### src/rtl/pmem_burst_adaptor.sv
// Purpose: cache line <-> DRAM burst adaptor. Accepts one 256-bit line read or
//          write, runs it as a BEATS x BEAT_WIDTH burst, answers with a one-cycle
//          pmem_resp.
// Latency: request seen in IDLE at cycle 0 -> pmem_resp at cycle 5 when memory
//          returns a beat every cycle. Each cycle without burst_resp adds one cycle.
// Backpressure: the memory paces the burst via burst_resp. The cache holds its
//          request until pmem_resp. A new request is taken no earlier than
//          2 cycles after pmem_resp.
// Ports:
//   clk, rst_n                       clock, async active-low reset
//   pmem_read/pmem_write             line request from cache (write wins)
//   pmem_address, pmem_wdata         line address (offset bits ignored), write line
//   pmem_resp, pmem_rdata            completion pulse, line buffer contents
//   burst_read/burst_write           burst request, held for the whole burst
//   burst_address, burst_wdata       line-aligned address, current write beat
//   burst_rdata, burst_resp          returning read beat, beat-transferred strobe
module pmem_burst_adaptor #(
  parameter int BEATS      = 4,
  parameter int BEAT_WIDTH = 64
) (
  input  logic                        clk,
  input  logic                        rst_n,
  input  logic                        pmem_read,
  input  logic                        pmem_write,
  input  logic [31:0]                 pmem_address,
  input  logic [BEATS*BEAT_WIDTH-1:0] pmem_wdata,
  output logic                        pmem_resp,
  output logic [BEATS*BEAT_WIDTH-1:0] pmem_rdata,
  output logic                        burst_read,
  output logic                        burst_write,
  output logic [31:0]                 burst_address,
  output logic [BEAT_WIDTH-1:0]       burst_wdata,
  input  logic [BEAT_WIDTH-1:0]       burst_rdata,
  input  logic                        burst_resp
);

  localparam int CW  = (BEATS > 1) ? $clog2(BEATS) : 1;
  // byte offset bits of a line address
  localparam int OFF = $clog2(BEATS * BEAT_WIDTH / 8);
  localparam logic [CW-1:0] LAST_BEAT = CW'(BEATS - 1);

  typedef enum logic [2:0] {
    IDLE,
    WR_BURST,
    RD_BURST,
    RESP,
    HOLD
  } state_t;

  state_t                             state_q, state_d;
  logic [CW-1:0]                      cnt_q;
  logic [BEATS-1:0][BEAT_WIDTH-1:0]   line_q;
  logic [31-OFF:0]                    addr_q;
  logic                               accept_wr;
  logic                               accept_rd;
  logic                               beat_done;

  // offset bits of the request address are don't-care
  logic unused_addr_bits;
  assign unused_addr_bits = ^pmem_address[OFF-1:0];

  always_ff @(posedge clk or negedge rst_n) begin
    if (!rst_n) begin
      state_q <= IDLE;
    end else begin
      state_q <= state_d;
    end
  end

  always_comb begin
    state_d   = state_q;
    accept_wr = 1'b0;
    accept_rd = 1'b0;
    case (state_q)
      IDLE: begin
        // write has priority; a concurrent read is taken later only if still held
        if (pmem_write) begin
          accept_wr = 1'b1;
          state_d   = WR_BURST;
        end else if (pmem_read) begin
          accept_rd = 1'b1;
          state_d   = RD_BURST;
        end
      end
      WR_BURST: if (burst_resp && cnt_q == LAST_BEAT) state_d = RESP;
      RD_BURST: if (burst_resp && cnt_q == LAST_BEAT) state_d = RESP;
      RESP:     state_d = HOLD;
      // cache drops its request during this cycle; never re-accept it here
      HOLD:     state_d = IDLE;
      default:  state_d = IDLE;
    endcase
  end

  assign beat_done = burst_resp && (state_q == WR_BURST || state_q == RD_BURST);

  always_ff @(posedge clk or negedge rst_n) begin
    if (!rst_n) begin
      cnt_q  <= '0;
      line_q <= '0;
      addr_q <= '0;
    end else begin
      if (accept_wr || accept_rd) begin
        addr_q <= pmem_address[31:OFF];
        cnt_q  <= '0;
      end
      if (accept_wr) begin
        line_q <= pmem_wdata;
      end
      if (beat_done) begin
        // wraps back to 0 after the last beat
        cnt_q <= cnt_q + 1'b1;
        if (state_q == RD_BURST) begin
          line_q[cnt_q] <= burst_rdata;
        end
      end
    end
  end

  assign pmem_resp     = (state_q == RESP);
  assign burst_write   = (state_q == WR_BURST);
  assign burst_read    = (state_q == RD_BURST);
  assign burst_address = {addr_q, {OFF{1'b0}}};
  assign burst_wdata   = line_q[cnt_q];
  assign pmem_rdata    = line_q;

endmodule

### config.mk
export PLATFORM = sky130hd
export DESIGN_NAME = pmem_burst_adaptor
export DESIGN_NICKNAME = d
export VERILOG_FILES = /design/src/rtl/pmem_burst_adaptor.sv
export SDC_FILE = /design/constraint.sdc
export NUM_CORES = 1
export LEC_CHECK = 0
export CORE_AREA = 5 5 270 272
export CTS_CLUSTER_SIZE = 30
export DETAILED_ROUTE_END_ITERATION = 10
export DIE_AREA = 0 0 275 277
export GPL_TIMING_DRIVEN = 0
export PLACE_DENSITY = 0.51
export SYNTH_ARGS = -nofsm -noshare
export SYNTH_HDL_FRONTEND = slang
export SYNTH_SLANG_ARGS = --single-unit
### constraint.sdc
create_clock -name clk -period 2.1 [get_ports clk]
set_input_delay 0.315 -clock clk [delete_from_list [all_inputs] [get_ports clk]]
set_output_delay 0.315 -clock clk [all_outputs]
set_load 0.01 [all_outputs]
==> Flow_metrics.wiki, run 1 <==
{| class="wikitable"
! Metric !! Value
|-
| Critical Setup Path Class || register to output pin
|-
| Power density cells || 1560 nW/um2
|-
| Detailed Route WL || just under 80 mm
|-
| Count of final setup violators || around 260
|-
| Count of boundary I/O pins || ~710
|-
| Critical Path Most Common Cell || sky130_fd_sc_hd__buf_12
|-
| Layout overhead on the synthesized area || 84.6%
|-
| Minimum setup slack in the final design || -0.373 ns
|-
| Width of the die || 275 um
|-
| H-tree depth || 2
|-
| Quantity of I/O buffers inserted on ports || approximately 700
|-
| Most area-consuming cells after synthesis || sky130_fd_sc_hd__dfrtp_1 (46%), sky130_fd_sc_hd__mux2_1 (35%), sky130_fd_sc_hd__mux4_2 (9.3%), sky130_fd_sc_hd__mux2_2 (4.3%), sky130_fd_sc_hd__buf_4 (1.9%)
|-
| CORE AREA || approximately 71000 um2
|-
| Clock tree from TritonCTS || yes
|-
| Synth cell count leaders || sky130_fd_sc_hd__mux2_1 (480), sky130_fd_sc_hd__dfrtp_1 (288), sky130_fd_sc_hd__mux4_2 (64), sky130_fd_sc_hd__mux2_2 (59), sky130_fd_sc_hd__buf_4 (40)
|-
| Placer's final routability congestion estimate || between 0.8 and 0.9
|-
| Synth Flop Type || sky130_fd_sc_hd__dfrtp_1
|-
| Final-layout fill cell count || 6573
|-
| MaxCap Viol Count || 0
|-
| Critical-path cell list || buf_12 > buf_12 > buf_12 > mux4_2 > buf_6
|-
| Synthesis Warnings || 0
|-
| Post-Route Utilization || between 40 and 50%
|-
| Result of the run || finished with violations
|-
| Category of the worst setup path launch point || register
|-
| Max rail drop VDD || 729 uV
|-
| Worst rel slew slack || 62.2%
|-
| Capture point of the worst reg-to-reg path || pmem_rdata[36]
|-
| EDFF count, synth || 0
|-
| Maximum number of pins on one net before global-route repair || 95
|-
| Fin crit share || 118%
|-
| Residual DRC || 0
|-
| Share of the yosys chip area belonging to registers || roughly 46%
|-
| Fraction of synthesis flops using an asynchronous set or reset pin || 100%
|-
| Actual slew at the worst max-slew pin || about 0.57 ns
|-
| Critical path required time || around 1.8 ns
|-
| Count of vias placed by the detailed router || about 13000
|-
| Met3 wire length || roughly 5.3 mm
|-
| Startpoint of the worst register-to-register path || state_q[1]
|-
| Most instantiated library cell after synthesis || sky130_fd_sc_hd__mux2_1
|-
| Initial DRC Count || 440
|-
| Worst hold path class || input pin to asynchronous set/reset pin
|-
| First-pass GRT wire length || ~110 mm
|-
| Proportion of layout cells with a drive suffix above 1 || between 30% and 40%
|-
| Post-layout net count || about 2200
|-
| Data arrival time of the worst path || between 2 and 2.5 ns
|-
| Worst clock skew on the final layout || between 0.015 and 0.02 ns
|-
| Vias per cell || approximately 4.4
|-
| Post-synthesis cell type with the largest combined area || sky130_fd_sc_hd__dfrtp_1
|-
| Count of final hold-check violations || 0
|-
| Via count of the first global-routing pass || 14256
|-
| Die height || between 200 and 300 um
|-
| Antenna violations before repair || 9
|-
| Number of flip-flops and latches in the synthesized netlist || 288
|-
| Final Slew Violations || 0
|-
| Instance count of the mapped netlist || ~1000
|-
| Initial core utilization || 22.0%
|-
| First-pass iteration count of the detailed router || 4
|-
| Post-detailed-route count of antenna-violating nets || 0
|-
| RSZ-0062 raised after global routing || yes
|-
| Buffer depth of the longest clock path || 3
|-
| Site Rows || between 90 and 100
|-
| Flop-to-flop setup slack || -0.14 ns
|-
| Routed metal-1 wirelength || about 32 mm
|-
| Power Total || ~0.045 W
|-
| CTS root buffer || sky130_fd_sc_hd__clkbuf_16
|-
| Fraction of synthesized cell area taken by the top area cell type || 46.4%
|-
| Setup TNS after final layout || -33.63 ns
|-
| Maximum fanout encountered on the critical timing path || 9
|-
| Total leakage power || 12.4 nW
|-
| Worst Hold Slack || ~0.27 ns
|-
| Endpoint kind of the worst setup timing path || output pin
|-
| Clock tree sinks || 288
|-
| Post-synthesis instance area || 15500 um2
|-
| Slowest library cell on the worst path || sky130_fd_sc_hd__mux4_2
|-
| Die area || 76200 um2
|-
| Violations in the final reports || setup timing
|-
| Post-Synthesis Mean Instance Area || roughly 15 um2
|-
| Routed wl met2 || 40.1 mm
|-
| Clock-pin slew on the worst setup and hold paths || approximately 0.06 ns
|-
| Highest metal layer with signal wires || met4
|-
| Insertion delay to the later sink of the worst-skew pair || approximately 0.55 ns
|-
| Total clock buffers created by CTS || 38
|-
| Number of cells on the worst reg-to-reg path || 8
|-
| Global route total overflow || 0
|-
| Max Clock Freq || around 400 MHz
|-
| Detailed placement HPWL || ~55 mm
|-
| Distinct cell type count of the synthesized netlist || 31
|-
| Highest cell delay on the worst timing path || 0.55 ns
|-
| Drt wl/cell || 27.9 um
|-
| Final worst path period need || 2.47 ns
|-
| Global-route usage over all layers || about 20%
|}
[layer usage]
| metal | global-route usage [%] | vias up |
|---|---|---|
| met4 | 5.02 | 0 |
| met5 | 0 | - |
| li1 | - | 5503 |
| met2 | 34.6 | 466 |
| met3 | 5.25 | 96 |
| met1 | 23.4 | 6570 |
[what timing repair did]
action / 4_1_cts / 5_1_grt
resized for setup: 741 / 168
gates cloned: 25 / 11
setup endpoints to repair: 324 / 315
pin swaps: 5 / 1
setup buffers: 73 / 15
endpoints found under the hold margin: 54 / 0
hold buffers: 1 / 0
[flip-flops by register name, summed over array words and instances (netlist names)]
| register | cells |
|---|---|
| pmem_rdata | 256 |
| addr_q | 27 |
| state_q | 3 |
| cnt_q | 2 |
[layout by cell type, fill, tap and decap left out, types with 3 or more instances in the layout]
cell type                         instances
sky130_fd_sc_hd__buf_2                   11
sky130_fd_sc_hd__buf_12                  62
sky130_fd_sc_hd__mux2_1                 172
sky130_fd_sc_hd__buf_8                   16
sky130_fd_sc_hd__diode_2                  9
sky130_fd_sc_hd__conb_1                   5
sky130_fd_sc_hd__clkdlybuf4s50_1        633
sky130_fd_sc_hd__mux4_2                  64
sky130_fd_sc_hd__clkbuf_16               49
sky130_fd_sc_hd__clkbuf_1                19
sky130_fd_sc_hd__nor2_1                   3
sky130_fd_sc_hd__buf_4                   34
sky130_fd_sc_hd__nand2_8                  6
sky130_fd_sc_hd__clkbuf_8                10
sky130_fd_sc_hd__mux2_4                 312
sky130_fd_sc_hd__clkbuf_2                12
sky130_fd_sc_hd__buf_6                   77
sky130_fd_sc_hd__buf_16                  20
sky130_fd_sc_hd__mux2_2                  55
sky130_fd_sc_hd__inv_6                    3
sky130_fd_sc_hd__dfrtp_1                287
[layout make-up]
cell class              instances  area (um2)  share of cell area, %
diodes                          9        22.5                 0.0786
plain buffers                  69        1040                   3.61
clock buffers                  63        1100                   3.85
clock inverters                 6        51.3                  0.179
inverters                       3        16.3                 0.0567
multi-input cells             641        9090                   31.7
flip-flops and latches        288        7210                   25.1
well taps                     950        1190                   4.15
repair buffers                816        8950                   31.2
[how the worst max path moves through the flow]
| stage | from | endpoint | slack, ns | depth (start not counted) |
|---|---|---|---|---|
| 2_1_floorplan | cnt_q[1] | pmem_rdata[100] | 0.02 | 7 |
| 3_3_place_gp | rst_n | pmem_rdata[15] | -13.27 | 1 |
| 3_5_place_dp | cnt_q[1] | pmem_rdata[28] | -1.49 | 7 |
| 4_1_cts | cnt_q[0] | burst_wdata[10] | -0.46 | 4 |
| 5_1_grt | cnt_q[0] | burst_wdata[47] | -0.47 | 5 |
| 6_report | cnt_q[0] | burst_wdata[47] | -0.37 | 5 |
[report_power, final]
group	switching [W]	internal [W]
clock network	0.00260	0.00359
registers	0.00266	0.00845
logic	0.00992	0.0175
[kinds of logic (layout without fill, tap and decap cells)]
group	after synthesis	in the layout	synth area share, %
muxes	604	604	48.4
DFF	288	288	46.4
buffers and inverters	80	957	3.38
and+or+nand+nor	20	22	1.16
AOI/OAI and AO/OA	5	5	0.226
adders and majority gates	4	4	0.322
other	1	14	0.0241
xor gates and xnor gates	1	1	0.0564
[through the flow]
| step | worst slack, ns | instance area (um2) | instances |
|---|---|---|---|
| 5_1_grt | -0.468 | 28700 | 2843 |
| 6_report | -0.373 | 28700 | 2845 |
| 3_5_place_dp | -1.49 | 23800 | 2661 |
| 4_1_cts | -0.457 | 28100 | 2826 |
| 2_1_floorplan | 0.0176 | 15500 | 1007 |
| 3_3_place_gp | -13.27 | 23800 | 2658 |
[worst max-delay path: cells and delay by family (launching register included)]
kind / cells / cell delay, ns
muxes: 1 / 0.55
buffers and inverters: 4 / 0.60
DFF: 1 / 0.45
Note: power is estimated with default switching activity, not from simulation.
==> run 2: changes to the inputs <==
==> config.mk (replaced) <==
export PLATFORM = sky130hd
export DESIGN_NAME = pmem_burst_adaptor
export DESIGN_NICKNAME = d
export VERILOG_FILES = /design/src/rtl/pmem_burst_adaptor.sv
export SDC_FILE = /design/constraint.sdc
export NUM_CORES = 1
export LEC_CHECK = 0
export CAP_MARGIN = 20
export CORE_AREA = 5 5 276 278
export CTS_CLUSTER_SIZE = 30
export DETAILED_ROUTE_END_ITERATION = 10
export DIE_AREA = 0 0 281 283
export GPL_TIMING_DRIVEN = 0
export PLACE_DENSITY = 0.48
export SYNTH_ARGS = -nofsm -noshare
export SYNTH_HDL_FRONTEND = slang
export SYNTH_SLANG_ARGS = --single-unit
==> constraint.sdc (replaced) <==
create_clock -name clk -period 3.2 [get_ports clk]
set_input_delay 0.48 -clock clk [delete_from_list [all_inputs] [get_ports clk]]
set_output_delay 0.48 -clock clk [all_outputs]
set_load 0.01 [all_outputs]
==> Flow_metrics.wiki, run 2 (synthesized netlist as in run 1, its figures left out) <==
{| class="wikitable"
! Metric !! Value
|-
| Final Slew Violations || 0 (unchanged)
|-
| Timing startpoint of the critical path || cnt_q[1]
|-
| Max rail drop VDD || 575 uV (-21%)
|-
| Maximum number of pins on one net before global-route repair || 108 (+14%)
|-
| H-tree depth || 2 (unchanged)
|-
| Total clock buffers created by CTS || 39 (+2.6%)
|-
| Via count of the first global-routing pass || 13471 (-5.5%)
|-
| Count of boundary I/O pins || 712 (unchanged)
|-
| Routed metal-1 wirelength || 29.1 mm (-9.6%)
|-
| Critical Setup Path Class || register to output pin
|-
| Die height || 283 um (+2.2%)
|-
| Category of the worst setup path launch point || register
|-
| Vias per cell || 4.37 (-1.6%)
|-
| Highest metal layer with signal wires || met5
|-
| Proportion of layout cells with a drive suffix above 1 || 15.2% (-24 points)
|-
| Flip-flop count of the largest register after layout || 256 (unchanged)
|-
| Result of the run || completed
|-
| Endpoint kind of the worst setup timing path || output pin
|-
| Maximum fanout encountered on the critical timing path || 10 (+1)
|-
| Data arrival time of the worst path || 2.57 ns (+0.41 ns)
|-
| CORE AREA || 73700 um2 (+4.5%)
|-
| Total leakage power || 10.0 nW (-19%)
|-
| Worst rel slew slack || 42.8% (-19 points)
|-
| Routed wl met2 || 37.2 mm (-7.1%)
|-
| Die area || 79500 um2 (+4.4%)
|-
| MaxCap Viol Count || 0 (unchanged)
|-
| Global-route usage over all layers || 17.8% (-1.7 points)
|-
| Buffer count from post-CTS setup fixing || 0 (-100%)
|-
| Worst clock skew on the final layout || 0.0107 ns (-0.00731 ns)
|-
| Layout overhead on the synthesized area || 62.8%
|-
| Commonest non-fill, non-tap cell in the layout || sky130_fd_sc_hd__clkdlybuf4s50_1
|-
| Number of cells on the worst reg-to-reg path || 6 (-2)
|-
| Startpoint of the worst register-to-register path || state_q[2]
|-
| Width of the die || 281 um (+2.2%)
|-
| Initial DRC Count || 336 (-24%)
|-
| Global route total overflow || 0 (unchanged)
|-
| Clock tree from TritonCTS || yes
|-
| Design Area, Final || 25300 um2 (-12%)
|-
| Total placed instance area || 23800 um2 (about the same)
|-
| Placer's final routability congestion estimate || 0.846 (+0.80%)
|-
| Initial core utilization || 21.1% (-0.95 points)
|-
| Antenna violations before repair || 11 (+2)
|-
| Commonest cells after routing, fill and taps aside || sky130_fd_sc_hd__clkdlybuf4s50_1 (700), sky130_fd_sc_hd__mux2_1 (480), sky130_fd_sc_hd__dfrtp_1 (287), sky130_fd_sc_hd__mux4_2 (64), sky130_fd_sc_hd__mux2_2 (59)
|-
| Post-layout net count || 2114 (-4.7%)
|-
| Worst setup slack before clock tree synthesis || -0.0583 ns (+1.43 ns)
|-
| End point of the critical path || burst_wdata[15]
|-
| Insertion delay to the later sink of the worst-skew pair || 0.54 ns (about the same)
|-
| Power Total || 0.0260 W (-42%)
|-
| RSZ-0062 raised after global routing || no
|-
| Detailed placement HPWL || 56.7 mm (+3.2%)
|-
| Actual slew at the worst max-slew pin || 0.858 ns (+0.291 ns)
|-
| Clock-pin slew on the worst setup and hold paths || 0.06 ns (about the same)
|-
| Met3 wire length || 4.89 mm (-7.1%)
|-
| Power density cells || 1030 nW/um2 (-34%)
|-
| Minimum setup slack in the final design || 0.147 ns (+0.520 ns)
|-
| Count of final hold-check violations || 0 (unchanged)
|-
| Quantity of I/O buffers inserted on ports || 701 (unchanged)
|-
| Max Clock Freq || 328 MHz
|-
| Clock tree sinks || 288 (unchanged)
|-
| Critical path required time || 2.72 ns (+0.94 ns)
|-
| Flop-to-flop setup slack || 0.76 ns (+0.90 ns)
|-
| Site Rows || 100 (+2.0%)
|-
| Residual DRC || 0 (unchanged)
|-
| Count of final setup violators || 0 (-100%)
|-
| Final worst path period need || 3.05 ns
|-
| Buffer depth of the longest clock path || 3 (unchanged)
|-
| Drt wl/cell || 26.4 um (-5.2%)
|-
| First-pass GRT wire length || 104 mm (-4.1%)
|-
| Detailed Route WL || 72.9 mm (-8.1%)
|-
| Fin crit share || between 90 and 100%
|-
| Count of vias placed by the detailed router || 12059 (-4.6%)
|-
| Worst Hold Slack || 0.502 ns (+0.228 ns)
|-
| Capture point of the worst reg-to-reg path || pmem_rdata[112]
|-
| CTS root buffer || sky130_fd_sc_hd__clkbuf_16
|-
| Post-Route Utilization || 34.3% (-6.4 points)
|-
| First-pass iteration count of the detailed router || 6 (+2)
|-
| Post-detailed-route count of antenna-violating nets || 0 (unchanged)
|-
| Worst hold path class || register to register
|}
==> run 2: changes by cell type in the layout (fill, tap and decap cells not counted), sizes merged <==
cell / previous run / this run
clkdlybuf4s15: 1 / 0
dlygate4sd2: 1 / 0
dlymetal6s2s: 1 / 0
inv: 5 / 3
clkinv: 3 / 1
clkinvlp: 1 / 0
bufinv: 0 / 2
buf: 220 / 76
diode: 9 / 8
clkdlybuf4s50: 633 / 700
nand2: 8 / 6
clkbuf: 91 / 72
==> run 2: timing repair <==
| item | 4_1_cts | 5_1_grt |
|---|---|---|
| setup endpoints to repair | 179 | 12 |
| endpoints found under the hold margin | 28 | 0 |
| resized for setup | 26 | 6 |
| hold buffers | 1 | 0 |
==> run 2: cell type report <==
class / count / area, um2
Clock buffer: 67 / 1270
Antenna cell: 8 / 20.0
Sequential cell: 288 / 7210
Buffer: 77 / 574
Clock inverter: 3 / 65.1
Timing Repair Buffer: 705 / 7100
Tap cell: 969 / 1210
Fill cell: 7221 / 48400
Multi-Input combinational cell: 639 / 7810
Inverter: 3 / 11.3
==> run 2: how the worst min path moves through the flow <==
stage                     start  cells past startpoint  slack, ns    endpoint
5_1_grt        pmem_address[29]                      2       0.52  addr_q[24]
3_3_place_gp          addr_q[4]                      1       0.49   addr_q[4]
3_5_place_dp         addr_q[20]                      1       0.49  addr_q[20]
6_report              addr_q[0]                      1       0.50   addr_q[0]
4_1_cts        pmem_address[27]                      2       0.50  addr_q[22]
2_1_floorplan             rst_n                      0       0.18   addr_q[0]
==> run 2: per-stage QoR <==
stage	TNS, ns	instances
3_5_place_dp	-4.61	2680
4_1_cts	0	2751
5_1_grt	0	2757
3_3_place_gp	-3716.02	2677
2_1_floorplan	0	1007
6_report	0	2759
==> run 2: power by group <==
group / internal [W] / switching (W) / total (W)
sequential: 0.00554 / 0.00165 / 0.00719
combinational: 0.00852 / 0.00569 / 0.0142
clock: 0.00285 / 0.00173 / 0.00457
total: 0.0169 / 0.00907 / 0.0260
==> run 2: routing by layer <==
| layer | GRT usage [%] | vias to the layer above |
|---|---|---|
| met5 | 0 | - |
| met3 | 4.80 | 90 |
| li1 | - | 5279 |
| met4 | 4.32 | 2 |
| met1 | 21.7 | 6262 |
| met2 | 31.3 | 426 |
==> run 2: critical path, cell delays in order (launching register included) <==
cell	delay (ns)
sky130_fd_sc_hd__dfrtp_1	0.40
sky130_fd_sc_hd__buf_2	0.25
sky130_fd_sc_hd__buf_8	0.18
sky130_fd_sc_hd__clkbuf_4	0.29
sky130_fd_sc_hd__mux4_2	0.39
sky130_fd_sc_hd__clkdlybuf4s50_1	0.51
==> RTL edit 1: new RTL, flow settings as in run 1 <==
The parameter `BEAT_WIDTH` goes from 64 to 32.
--- a/src/rtl/pmem_burst_adaptor.sv
+++ b/src/rtl/pmem_burst_adaptor.sv
@@ -17,5 +17,5 @@
 module pmem_burst_adaptor #(
   parameter int BEATS      = 4,
-  parameter int BEAT_WIDTH = 64
+  parameter int BEAT_WIDTH = 32
 ) (
   input  logic                        clk,
Interface: changed (resized burst_rdata, burst_wdata, pmem_rdata and pmem_wdata); port bits go from 712 to 392. The function was not compared with the original's and may differ.
==> RTL edit 1 against run 1 <==
The flow still finishes with violations (negative setup slack); sequential cell count fell by 127; final area shrank 47%; clock power is 47% lower; highest routed layer unchanged; area after synthesis is 45% lower; via count is 48% lower; fmax up 8.5%; sequential power decreased by 45%; count of clock-buffer cells in the layout down 42; largest cell class unchanged; critical endpoint is now burst_wdata[19]; setup slack gained 0.19 ns; critical path depth stayed put; non-clock buffer count is 431 lower; power down 49%; sequential share of layout area up 1.3 points; routed wire length down 49%.
==> RTL edit 1: results (changes against run 1) <==
{| class="wikitable"
! Metric !! Value
|-
| Run status || finished, violations left
|-
| Failing checks || negative setup slack
|-
| Reg2Reg Setup Slack || 0.05 ns (+0.19 ns)
|-
| Max reg flops || 128 (-50%)
|-
| Initial antenna violation count || 3 (-6)
|-
| Proportion of synthesized chip area in sequential cells || 0.471 (+0.00731)
|-
| Count of routing violations after the opening detailed-route iteration || 123 (-72%)
|-
| Final Wtd Congestion || 0.708 (-16%)
|-
| Inserted Clock Buffers || 17 (-55%)
|-
| Reg2Reg Depth || 5 (-3)
|-
| Peak supply drop || 0.656 mV (-10%)
|-
| Final critical-path setup slack || -0.178 ns (+0.195 ns)
|-
| Number of cells on the worst hold path || 2
|-
| Largest net degree at the start of global routing || 99 (+4.2%)
|-
| Bufs on Longest Clock Path || 2 (-1)
|-
| Wl on met1 || 17.8 mm (-45%)
|-
| Post-Route WL || 40.7 mm (-49%)
|-
| Synth Area in Compound Gates || 0.00410 (+0.00184)
|-
| Detailed placement HPWL || 29.2 mm (-47%)
|-
| Placed Area || 13,600 um2 (-43%)
|-
| Total Neg Setup Slack || -2.84 ns (+30.79 ns)
|-
| Fraction of layout cells with a size suffix above 1 || 0.436 (+0.0414)
|-
| Leading post-synthesis cells by cell area || dfrtp_1 (47%), mux2_2 (34%), mux4_2 (8.4%), mux2_1 (3.6%), buf_6 (1.6%)
|-
| Worst rel slew slack || 0.420 (-0.202)
|-
| Via count of the first global-routing pass || 7,530 (-47%)
|-
| Hold path start || pmem_address[23]
|-
| Data arrival time of the critical path || 1.96 ns (-0.20 ns)
|-
| Adder and majority cell fraction of the synthesized area || 0.00586 (+0.00263)
|-
| Multiplexer fraction of the synthesized cell area || 0.460 (-0.0246)
|-
| Total count of max-transition violations in the final report || 0 (unchanged)
|-
| Leakage power || 6.09 nW (-51%)
|-
| Total global-route track usage || 0.102 (-0.0935)
|-
| Ranking of synthesized cells by instance count || mux2_2 (257), dfrtp_1 (161), mux4_2 (32)
|-
| Routed Antenna Nets || 0 (unchanged)
|-
| Number of input and output port buffers inserted || 383 (-45%)
|-
| Kind of path behind the tightest hold check || in2reg
|-
| Iteration count of the initial detailed-routing pass || 4 (unchanged)
|-
| Setup Skew || 0.0133 ns (-0.00463 ns)
|-
| Met2 wire length || 19.8 mm (-50%)
|-
| Parity-gate share of the synthesized area counting xor and xnor cells || 0.00102 (+0.000461)
|-
| Capturing point of the worst reg2reg path || pmem_rdata[98]
|-
| Hold_ws || 0.440 ns (+0.166 ns)
|-
| Post-synth top flop || dfrtp_1
|-
| Final #Nets || 1,189 (-46%)
|-
| Final setup violation count || 32 (-88%)
|-
| Met3 wirelength from detailed routing || 2.55 mm (-51%)
|-
| Clock latency reported for the late side of the worst-skew pair || 0.48 ns (-0.07 ns)
|-
| Maximum level of the CTS H-tree || 4 (+2)
|-
| Largest fanout on the critical path || 7 (-2)
|-
| Global-route wire length before repair || 55.3 mm (-49%)
|-
| Count of final hold-check violations || 0 (unchanged)
|-
| Overall via count from detail_route || 6,616 (-48%)
|}
## RTL edit 1: how the worst max path moves through the flow
stage / startpoint / to / slack, ns / cells past startpoint
after CTS: cnt_q[0] / burst_wdata[19] / -0.26 / 5
after floorplan: cnt_q[1] / pmem_rdata[12] / 0.12 / 7
after global routing: cnt_q[0] / burst_wdata[16] / -0.29 / 5
final: cnt_q[0] / burst_wdata[19] / -0.18 / 5
after global placement: rst_n / addr_q[8] / -6.94 / 1
after detailed placement: cnt_q[1] / pmem_rdata[50] / -1.30 / 7
## RTL edit 1: worst max-delay path, stage by stage, from the launching register on
cell,delay (ns)
dfrtp_1,0.40
buf_12,0.17
buf_12,0.12
buf_16,0.13
mux4_2,0.51
buf_6,0.14
## RTL edit 1: stage by stage
stage	cells	setup slack [ns]
3_5_place_dp	1892	-1.30
5_1_grt	1949	-0.287
3_3_place_gp	1891	-6.94
4_1_cts	1941	-0.260
2_1_floorplan	558	0.124
6_report	1951	-0.178
## RTL edit 1: cell families (layout without fill, tap and decap cells)
family          Yosys count  count (layout)
other cells               1               6
simple gates             20              20
fa+ha+maj                 4               4
xor+xnor                  1               1
buf+inv                  46             487
compound gates            5               5
mux                     317             317
flops                   161             161
## RTL edit 1: layer usage
| metal | GRT usage | up-vias |
|---|---|---|
| li1 | - | 2942 |
| met1 | 0.125 | 3422 |
| met2 | 0.171 | 229 |
| met3 | 0.0328 | 23 |
| met4 | 0.0295 | 0 |
| met5 | 0 | - |
## RTL edit 1: area by class of cell
cell class / count / area (um2)
Antenna cell: 2 / 5.00
Buffer: 42 / 624
Clock buffer: 21 / 470
Clock inverter: 9 / 108
Fill cell: 7533 / 55300
Inverter: 3 / 11.3
Multi-Input combinational cell: 351 / 4500
Sequential cell: 161 / 4030
Tap cell: 950 / 1190
Timing Repair Buffer: 412 / 4310
## RTL edit 1: what timing repair did
action	4_1_cts	5_1_grt
setup endpoints to repair	163	138
cloned	6	8
hold buffers	1	0
pin swaps	1	2
setup buffers	12	4
resized for setup	243	90
endpoints found under the hold margin	97	0
## RTL edit 1: report_power, final
part	total (W)	switching (W)	internal [W]
clock	0.00327	0.00144	0.00183
combinational	0.0137	0.00496	0.00876
sequential	0.00606	0.00135	0.00471
total	0.0230	0.00775	0.0153
==> RTL edit 2: new RTL, flow settings as in run 1 <==
Made on the original files. Reset style: synchronous (`rst_n`), changed in 2 clocked blocks. Comments in the files are not updated.
--- a/src/rtl/pmem_burst_adaptor.sv
+++ b/src/rtl/pmem_burst_adaptor.sv
@@ -60,5 +60,5 @@
   assign unused_addr_bits = ^pmem_address[OFF-1:0];
 
-  always_ff @(posedge clk or negedge rst_n) begin
+  always_ff @(posedge clk) begin
     if (!rst_n) begin
       state_q <= IDLE;
@@ -94,5 +94,5 @@
   assign beat_done = burst_resp && (state_q == WR_BURST || state_q == RD_BURST);
 
-  always_ff @(posedge clk or negedge rst_n) begin
+  always_ff @(posedge clk) begin
     if (!rst_n) begin
       cnt_q  <= '0;
Check against the original RTL: not settled (the Yosys comparison gave no result); the edit may change what the design does.
==> RTL edit 2 against run 1 <==
The run still ends with negative setup slack left; sequential cell count stayed put; final area is 14% lower; via count is 41% higher; synthesized cell count is 70% higher; area after synthesis is 7.7% lower; setup slack better by 0.11 ns; routed wire length is 21% higher; critical endpoint is now burst_wdata[37].
Power is not compared: it rests on default switching activity, and its combinational part moved more than twofold at a synthesized area within 25%.
==> RTL edit 2: results (changes against run 1) <==
{| class="wikitable"
! Metric !! Value
|-
| Final Wtd Congestion || 0.909 (+8.4%)
|-
| Leading post-synthesis cells by cell area || dfxtp_1 (40%), a311oi_1 (16%), nand2_1 (14%), mux4_2 (10%), nor3_1 (9.0%)
|-
| Number of distinct library cells after synthesis || 36 (+16%)
|-
| Final setup violation count || 64 (-75%)
|-
| Total global-route track usage || 0.238 (+0.0427)
|-
| Global-route wire length before repair || 135 mm (+24%)
|-
| Largest fanout on the critical path || 6 (-3)
|-
| Fraction of layout cells with a size suffix above 1 || 0.155 (-0.240)
|-
| Total Neg Setup Slack || -10.58 ns (+23.04 ns)
|-
| Iteration count of the initial detailed-routing pass || 6 (+2)
|-
| Final #Nets || 2,838 (+28%)
|-
| Final critical-path setup slack || -0.264 ns (+0.109 ns)
|-
| Final routed wire length divided by cell count || 27.8 um (-0.44%)
|-
| Pre-CTS setup slack || -1.62 ns (-0.135 ns)
|-
| Post-synth top flop || dfxtp_1
|-
| Worst rel slew slack || 0.496 (-0.125)
|-
| Proportion of synthesized chip area in sequential cells || 0.402 (-0.0618)
|-
| Initial antenna violation count || 21 (+12)
|-
| Run status || finished, violations left
|-
| Filler-free cell count of the finished design || 3,463 (+22%)
|-
| Overall via count from detail_route || 17,807 (+41%)
|-
| Count of routing violations after the opening detailed-route iteration || 1,448 (+230%)
|-
| Share of async-settable or async-resettable flops after synthesis || 0 (-1.00)
|-
| Gate count of the mapped netlist || 1,706 (+70%)
|-
| Largest net degree at the start of global routing || 12 (-87%)
|-
| Failing checks || negative setup slack
|-
| Detailed placement HPWL || 73.9 mm (+34%)
|}
## RTL edit 2: cell count changes after synthesis, sizes merged, moves of 27 or more
cell / change
a21oi: +27
a311oi: +256
buf: +35
clkbuf: +87
dfrtp: -288
dfxtp: +288
mux2: -539
nand2: +517
nand3: +28
nor3: +257
o21ai: +27
## RTL edit 2: worst paths after layout
kind	startpoint	to	slack [ns]	depth (start not counted)
hold reg to reg	addr_q[0]	addr_q[0]	0.47	2
setup / recovery	cnt_q[0]	burst_wdata[37]	-0.26	5
hold / removal	pmem_address[23]	addr_q[18]	0.35	3
setup reg to reg	state_q[2]	pmem_rdata[112]	0.09	6
## RTL edit 2: layout make-up
| cell class | count | area, um2 |
|---|---|---|
| Timing Repair inverter | 1 | 5.00 |
| Inverter | 8 | 72.6 |
| Clock buffer | 52 | 1010 |
| Multi-Input combinational cell | 1215 | 7700 |
| Buffer | 196 | 1280 |
| Tap cell | 950 | 1190 |
| Fill cell | 7259 | 45900 |
| Clock inverter | 8 | 119 |
| Antenna cell | 15 | 37.5 |
| Timing Repair Buffer | 730 | 7460 |
| Sequential cell | 288 | 5770 |
## RTL edit 2: report_power, final
group / switching (W) / internal (W) / total, W / leakage [nW]
clock: 0.00260 / 0.00371 / 0.00631 / 0.554
sequential: 0.00135 / 0.00668 / 0.00802 / 2.36
combinational: 0.00682 / 0.00627 / 0.0131 / 5.37
total: 0.0108 / 0.0167 / 0.0274 / 8.29
## RTL edit 2: cell families (layout without fill, tap and decap cells)
family          count (synthesis)  after routing  share of synthesized area
simple gates                  821            821                      0.244
compound gates                319            319                      0.180
mux                            65             65                      0.101
fa+ha+maj                       4              4                    0.00349
flops                         288            288                      0.402
xor+xnor                        1              1                   0.000611
buf+inv                       207            995                     0.0678
other cells                     1             20                   0.000262
## RTL edit 2: timing repair
| action | 4_1_cts | 5_1_grt |
|---|---|---|
| setup buffers | 21 | 8 |
| gates resized for setup | 463 | 87 |
| gates cloned | 4 | 1 |
| endpoints found under the setup margin | 344 | 215 |
| pin swaps | 1 | 4 |
## RTL edit 2: per-stage QoR
stage | power [W] | cell area (um2) | utilization | hold WS, ns
final | 0.0274 | 24600 | 0.350 | 0.348
after detailed placement | 0.0201 | 22600 | 0.320 | 0.468
after global placement | 0.0200 | 22600 | 0.320 | 0.462
after CTS | 0.0273 | 24400 | 0.345 | 0.317
after global routing | 0.0287 | 24600 | 0.349 | 0.342
after floorplan | 0.0131 | 14300 | - | 0.455
## RTL edit 2: metal layers
metal,vias up,GRT usage,routed length [um]
met2,937,0.412,47700
met3,150,0.0529,7210
li1,7895,-,-
met1,8813,0.295,38500
met4,12,0.0701,2660
met5,-,0,82
